==> src/rtl/gpio_pixel_pkg.sv <==
// gpio_pixel_pkg: shared constants, capture FSM state type and the lane saturation helper
// used by the GPIO-to-pixel packer.
//   LANES/LANE_W : four 32-bit unsigned lanes on the GPIO result bus
//   CH_W/PIX_W   : 8-bit colour channels packed into a 24-bit {R,G,B} pixel

package gpio_pixel_pkg;

    localparam int unsigned LANES  = 4;
    localparam int unsigned LANE_W = 32;
    localparam int unsigned CH_W   = 8;
    localparam int unsigned PIX_W  = 24;

    typedef enum logic [1:0] {
        WAIT_R,
        WAIT_G,
        WAIT_B
    } cap_state_t;

    // One 8-bit channel value per lane.
    typedef logic [LANES-1:0][CH_W-1:0] lane_bank_t;

    // Saturate an unsigned 32-bit lane to 8 bits.
    function automatic logic [CH_W-1:0] sat8(input logic [LANE_W-1:0] v);
        return (v > LANE_W'(255)) ? '1 : v[CH_W-1:0];
    endfunction

endpackage

==> src/rtl/gpio_lane_clamp.sv <==
// gpio_lane_clamp: combinational saturation of the four 32-bit GPIO lanes to 8 bits each.
//   lanes_i   : 128-bit bus, lane n in bits [32n+31:32n]
//   clamped_o : per-lane 8-bit saturated value, index n = lane n

module gpio_lane_clamp
    import gpio_pixel_pkg::*;
(
    input  logic [LANES*LANE_W-1:0] lanes_i,
    output lane_bank_t              clamped_o
);

    for (genvar n = 0; n < LANES; n++) begin : g_lane
        assign clamped_o[n] = sat8(lanes_i[n*LANE_W +: LANE_W]);
    end

endmodule

==> src/rtl/gpio_pixel_packer.sv <==
// gpio_pixel_packer: collects clamped R, G and B lane words from the processor GPIO bus into
// a group of four pixels and streams them out one per handshake with a frame-relative address.
//   clk, rst                  : clock, asynchronous active-high reset
//   GPIO                      : four 32-bit result lanes, lane 0 = first pixel
//   GPIOEn                    : start marker, arms the block
//   GPIOEnR/GPIOEnG/GPIOEnB   : GPIO carries the red/green/blue words of the current group
//   pix_data/pix_addr         : {R,G,B} pixel and its frame index
//   pix_valid/pix_ready       : output stream handshake
//   frame_done                : one-cycle pulse after pixel PIXELS-1 is accepted
//   armed                     : GPIOEn seen since reset
//   err_order, err_overflow   : sticky strobe-sequence and dropped-strobe flags

module gpio_pixel_packer
    import gpio_pixel_pkg::*;
#(
    parameter int unsigned PIXELS = 65536,
    parameter int unsigned ADDR_W = $clog2(PIXELS)
) (
    input  logic                    clk,
    input  logic                    rst,
    input  logic [LANES*LANE_W-1:0] GPIO,
    input  logic                    GPIOEn,
    input  logic                    GPIOEnR,
    input  logic                    GPIOEnG,
    input  logic                    GPIOEnB,
    output logic [PIX_W-1:0]        pix_data,
    output logic [ADDR_W-1:0]       pix_addr,
    output logic                    pix_valid,
    input  logic                    pix_ready,
    output logic                    frame_done,
    output logic                    armed,
    output logic                    err_order,
    output logic                    err_overflow
);

    localparam int unsigned       IDX_W     = $clog2(LANES);
    localparam logic [IDX_W-1:0]  IDX_LAST  = IDX_W'(LANES - 1);
    localparam logic [ADDR_W-1:0] ADDR_LAST = ADDR_W'(PIXELS - 1);

    lane_bank_t clamped;

    gpio_lane_clamp u_clamp (
        .lanes_i   (GPIO),
        .clamped_o (clamped)
    );

    cap_state_t        state_q;
    lane_bank_t        cap_r_q, cap_g_q, cap_b_q;
    lane_bank_t        out_r_q, out_g_q, out_b_q;
    logic              cap_full_q;
    logic              out_full_q;
    logic [IDX_W-1:0]  lane_idx_q;
    logic [ADDR_W-1:0] pix_addr_q;
    logic              frame_done_q;
    logic              armed_q;
    logic              err_order_q;
    logic              err_overflow_q;

    logic rgb_hit;
    logic handshake;

    // GPIOEn outranks colour strobes; colour strobes only count once armed.
    assign rgb_hit   = !GPIOEn && armed_q && (GPIOEnR || GPIOEnG || GPIOEnB);
    assign handshake = out_full_q && pix_ready;

    always_ff @(posedge clk or posedge rst) begin
        if (rst) begin
            state_q        <= WAIT_R;
            cap_r_q        <= '0;
            cap_g_q        <= '0;
            cap_b_q        <= '0;
            out_r_q        <= '0;
            out_g_q        <= '0;
            out_b_q        <= '0;
            cap_full_q     <= 1'b0;
            out_full_q     <= 1'b0;
            lane_idx_q     <= '0;
            pix_addr_q     <= '0;
            frame_done_q   <= 1'b0;
            armed_q        <= 1'b0;
            err_order_q    <= 1'b0;
            err_overflow_q <= 1'b0;
        end else begin
            frame_done_q <= 1'b0;

            // Capture side
            if (GPIOEn) begin
                armed_q <= 1'b1;
            end else if (rgb_hit) begin
                if (cap_full_q) begin
                    // Capture bank still waiting for the output bank: drop, keep FSM.
                    err_overflow_q <= 1'b1;
                end else if (GPIOEnR) begin
                    cap_r_q <= clamped;
                    state_q <= WAIT_G;
                    if (state_q != WAIT_R) err_order_q <= 1'b1;
                end else if (GPIOEnG) begin
                    if (state_q == WAIT_G) begin
                        cap_g_q <= clamped;
                        state_q <= WAIT_B;
                    end else begin
                        err_order_q <= 1'b1;
                        state_q     <= WAIT_R;
                    end
                end else begin
                    if (state_q == WAIT_B) begin
                        cap_b_q    <= clamped;
                        cap_full_q <= 1'b1;
                    end else begin
                        err_order_q <= 1'b1;
                    end
                    state_q <= WAIT_R;
                end
            end

            // Output side; handshake and transfer are exclusive on out_full_q.
            if (handshake) begin
                lane_idx_q   <= lane_idx_q + 1'b1;
                pix_addr_q   <= (pix_addr_q == ADDR_LAST) ? '0 : pix_addr_q + 1'b1;
                frame_done_q <= (pix_addr_q == ADDR_LAST);
                if (lane_idx_q == IDX_LAST) out_full_q <= 1'b0;
            end

            if (cap_full_q && !out_full_q) begin
                out_r_q    <= cap_r_q;
                out_g_q    <= cap_g_q;
                out_b_q    <= cap_b_q;
                cap_full_q <= 1'b0;
                out_full_q <= 1'b1;
                lane_idx_q <= '0;
            end
        end
    end

    assign pix_data     = {out_r_q[lane_idx_q], out_g_q[lane_idx_q], out_b_q[lane_idx_q]};
    assign pix_addr     = pix_addr_q;
    assign pix_valid    = out_full_q;
    assign frame_done   = frame_done_q;
    assign armed        = armed_q;
    assign err_order    = err_order_q;
    assign err_overflow = err_overflow_q;

endmodule

==> config.mk <==
export PLATFORM = sky130hd
export DESIGN_NAME = gpio_pixel_packer
export DESIGN_NICKNAME = d
export VERILOG_FILES = /design/src/rtl/gpio_pixel_pkg.sv /design/src/rtl/gpio_lane_clamp.sv /design/src/rtl/gpio_pixel_packer.sv
export SDC_FILE = /design/constraint.sdc
export NUM_CORES = 1
export LEC_CHECK = 0
export ABC_AREA = 1
export CORE_ASPECT_RATIO = 0.75
export CORE_MARGIN = 2
export CORE_UTILIZATION = 40
export DETAILED_ROUTE_END_ITERATION = 8
export DONT_BUFFER_PORTS = 1
export PLACE_DENSITY_LB_ADDON = 0.25
export SLEW_MARGIN = 30
export SYNTH_ARGS = -nofsm -noshare
export SYNTH_HDL_FRONTEND = slang
export SYNTH_HIERARCHICAL = 1
export SYNTH_SLANG_ARGS = --single-unit
==> constraint.sdc <==
create_clock -name clk -period 9.89 [get_ports clk]
set_clock_uncertainty 0.2 [all_clocks]
set_input_delay 0.989 -clock clk [delete_from_list [all_inputs] [get_ports clk]]
set_output_delay 0.989 -clock clk [all_outputs]
set_load 0.005 [all_outputs]
==> impl_results.md <==
* Setup repair bufs after CTS at 0
* Sequential fraction of the synthesis area at between 50% and 60%
* Initial antenna violation count at 0
* Worst r2r path cells at 5
* Setup TNS at 0 ps
* Number of global-route vias before repair at 6,955
* Grt ovf at 0
* Synth warnings at 6
* Initial Util at 41.06%
* Sw Pwr at 0.9361 mW
* Leakage power at approximately 5.6 nW
* Final max-slew violation count at 0
* Die area at 26,090 sq um
* Pre-antenna DRT Iters at 5
* FF-to-FF setup slack at approximately 7500 ps
* Number of synthesized register bits at 218
* Final nets at 1,199
* Status: finished clean
* Worst Tran Pin Value at 900.9 ps
* Routed vias at 7,208
* Syn_nets at around 1,200
* Reg2reg start: pix_valid
* # setup viols final at 0
* Hold WS at 223.0 ps
* Syn Inst Count at 1,073
* Hold WC Path Type: in2async
* Std-Cell Rows at approximately 50
* Worst reg2reg path endpoint: out_r_q[11]
* Number of flops mapped to enable cells by yosys at 0
* Final worst slack at 6489 ps
* Max VDD drop at 119.8 uV
* GRT Overall Usage at between 20% and 30%
* Syn-to-layout area delta at 10.67%
* Post-cts sizing count at 0
* MaxCap Viol Count at 0
* Logic pwr share at 21.1%
* Hpwl dp at 17,760 microns
* Internal Power at 2.010 mW
* Hold buffer count at CTS at 0
* Tmin final at 3401 ps
* Unrepaired setup endpoints after global routing: no
* WL final at 25,700 microns
* Port bufs at 0
* Critical Path AT at 2210 ps
* Largest fanout on the critical path at 26
* Root Driver: clkbuf_16
* CTS tree: yes
* WL/cell at approximately 18 microns
* Clock Sink Count at 218
* Max Root-Sink Buffers at 3
* Slew Limit Headroom at 39.80%
* Maximum number of pins on one net before global-route repair at between 100 and 150
* Switching portion of total power at 31.78%
* Avg Inst Size Synth at 9.245 sq um
* I/O Pins at 180
* Reg power frac at 47.3%
* First-pass GRT wire length at 39,870 microns
* Core Util, Final at 45.45%
* Final hold vios at 0
* GPL Wtd Cong at 0.8683
* CTS clk-pin slew, worst paths at about 70 ps
* N_diodes at 0
* Setup CP Type: reg2out
* Initial drt markers at 539
* Post-synth ARST share at 100.0%
* DRC at 0
* Setup crit end kind: primary output
* CTS Buf Count at 23
* Fraction of the cycle the final worst path needs at 34.39%
* Via density at around 5.1
* Filler cell count at 2,319
* Post-route ant nets at 0
* DIE WIDTH at 185.8 microns
* H-tree levels at 1
* Worst Path Required at 8700 ps
* FMAX at 294.0 MHz
* Post-synth cell types at 26
* Die span in y at 140.4 microns
* Worst-Skew Late Latency at between 500 and 600 ps
* Mapped Area at 9920 sq um
* Layout cells sized above 1 at 16.25%
* Core area at 24,160 sq um
* Startpoint Class: flop
* P per Cell Area at 268.3 nW/um^2
* Total power at 2.946 mW
* Dpl ws at between 7000 and 8000 ps
* Clock share of power at a little under a third
* Post-synth top flop: dfrtp_1
## per-stage QoR
step | cell area [sq um] | instances
finish | 10980 | 1408
global route | 10980 | 1408
CTS | 10930 | 1406
detailed placement | 10120 | 1366
global placement | 10110 | 1366
floorplan | 9920 | 1073
## layout make-up
type / count / area, sq um / share of cell area (%)
clock inverters: 10 / 185.2 / 1.687
well taps: 331 / 414.1 / 3.773
inverters: 65 / 256.5 / 2.336
clock buffers: 30 / 621.8 / 5.664
repair buffers: 6 / 81.33 / 0.7408
flip-flops and latches: 218 / 5455 / 49.69
multi-input cells: 748 / 3964 / 36.11
## worst max-delay path, cell delays in order (launching register included)
cell and delay, ps:
dfrtp_1 630, inv_1 580, o21ai_0 190, o22ai_1 290
## per-layer routing
layer / GRT usage [%] / part of all wire [%]
met5: 0 / 0
met1: 29.93 / 49
met2: 30.09 / 44
met3: 3.094 / 5.2
met4: 5.760 / 2.5
## kinds of logic (layout without fill, tap and decap cells)
| family | count (synthesis) | after routing | synth area share, % |
|---|---|---|---|
| compound gates | 85 | 85 | 4.667 |
| xor+xnor | 5 | 5 | 0.4416 |
| fa+ha+maj | 2 | 2 | 0.2522 |
| buf+inv | 107 | 111 | 5.096 |
| flops | 218 | 218 | 54.99 |
| mux | 96 | 96 | 10.90 |
| simple gates | 560 | 560 | 23.65 |
## cells in the final DEF, fill, tap and decap left out
cell / n
nand4_1: 40
mux2_2: 96
inv_12: 1
clkinv_4: 2
bufinv_16: 5
nand3_1: 13
inv_2: 3
o22ai_1: 24
clkbuf_8: 2
buf_12: 1
nand2_1: 346
nor3_1: 2
nand2_4: 3
nand4_4: 1
or2_2: 1
nor2_2: 14
nor2_4: 3
clkbuf_16: 23
o21ai_0: 55
buf_4: 3
buf_16: 1
a21oi_1: 3
dfrtp_1: 218
clkinvlp_4: 1
clkinv_2: 2
ha_1: 2
xor2_1: 2
buf_6: 1
o21bai_1: 3
clkbuf_1: 5
nor2_1: 125
inv_1: 61
xnor2_1: 3
nand2_2: 12
## state kept, by name (all words and copies together), names as in the netlist, 16 cells and up
name,cells
cap_g_q,32
out_r_q,32
cap_b_q,32
out_g_q,32
out_b_q,32
cap_r_q,32
pix_addr,16
## cell usage after synthesis, types with 3 or more instances
| master | n | area (sq um) |
|---|---|---|
| clkbuf_1 | 13 | 48.80 |
| o22ai_1 | 24 | 150.1 |
| xnor2_1 | 3 | 26.28 |
| nor2_4 | 3 | 33.78 |
| o21bai_1 | 3 | 22.52 |
| nand3_1 | 13 | 65.06 |
| buf_6 | 6 | 67.56 |
| a21oi_1 | 3 | 15.01 |
| dfrtp_1 | 218 | 5455 |
| nor2_1 | 125 | 469.2 |
| nand4_1 | 40 | 250.2 |
| buf_4 | 12 | 90.09 |
| nand2_1 | 346 | 1299 |
| o21ai_0 | 55 | 275.3 |
| buf_2 | 11 | 55.05 |
| inv_1 | 63 | 236.5 |
| nand2_2 | 13 | 81.33 |
| mux2_2 | 96 | 1081 |
| nor2_2 | 14 | 87.58 |
## power groups by stage
stage / registers [mW] / clock network (mW) / logic, mW
6_report: 1.39 / 0.932 / 0.622
5_1_grt: 1.43 / 0.989 / 0.704
4_1_cts: 1.39 / 0.949 / 0.626
3_5_place_dp: 1.40 / 0 / 0.624
3_3_place_gp: 1.40 / 0 / 0.604
2_1_floorplan: 1.30 / 0 / 0.507
## how the worst max path moves through the flow
stage	from	end	slack, ps	cells past startpoint
6_report	lane_idx_q[1]	pix_data[15]	6490	3
5_1_grt	lane_idx_q[1]	pix_data[9]	6320	3
4_1_cts	lane_idx_q[1]	pix_data[15]	6470	3
3_5_place_dp	lane_idx_q[1]	pix_data[15]	7020	3
3_3_place_gp	rst	out_b_q[1]	6930	2
2_1_floorplan	rst	armed	2740	1
Note: power is estimated with default switching activity, not from simulation.
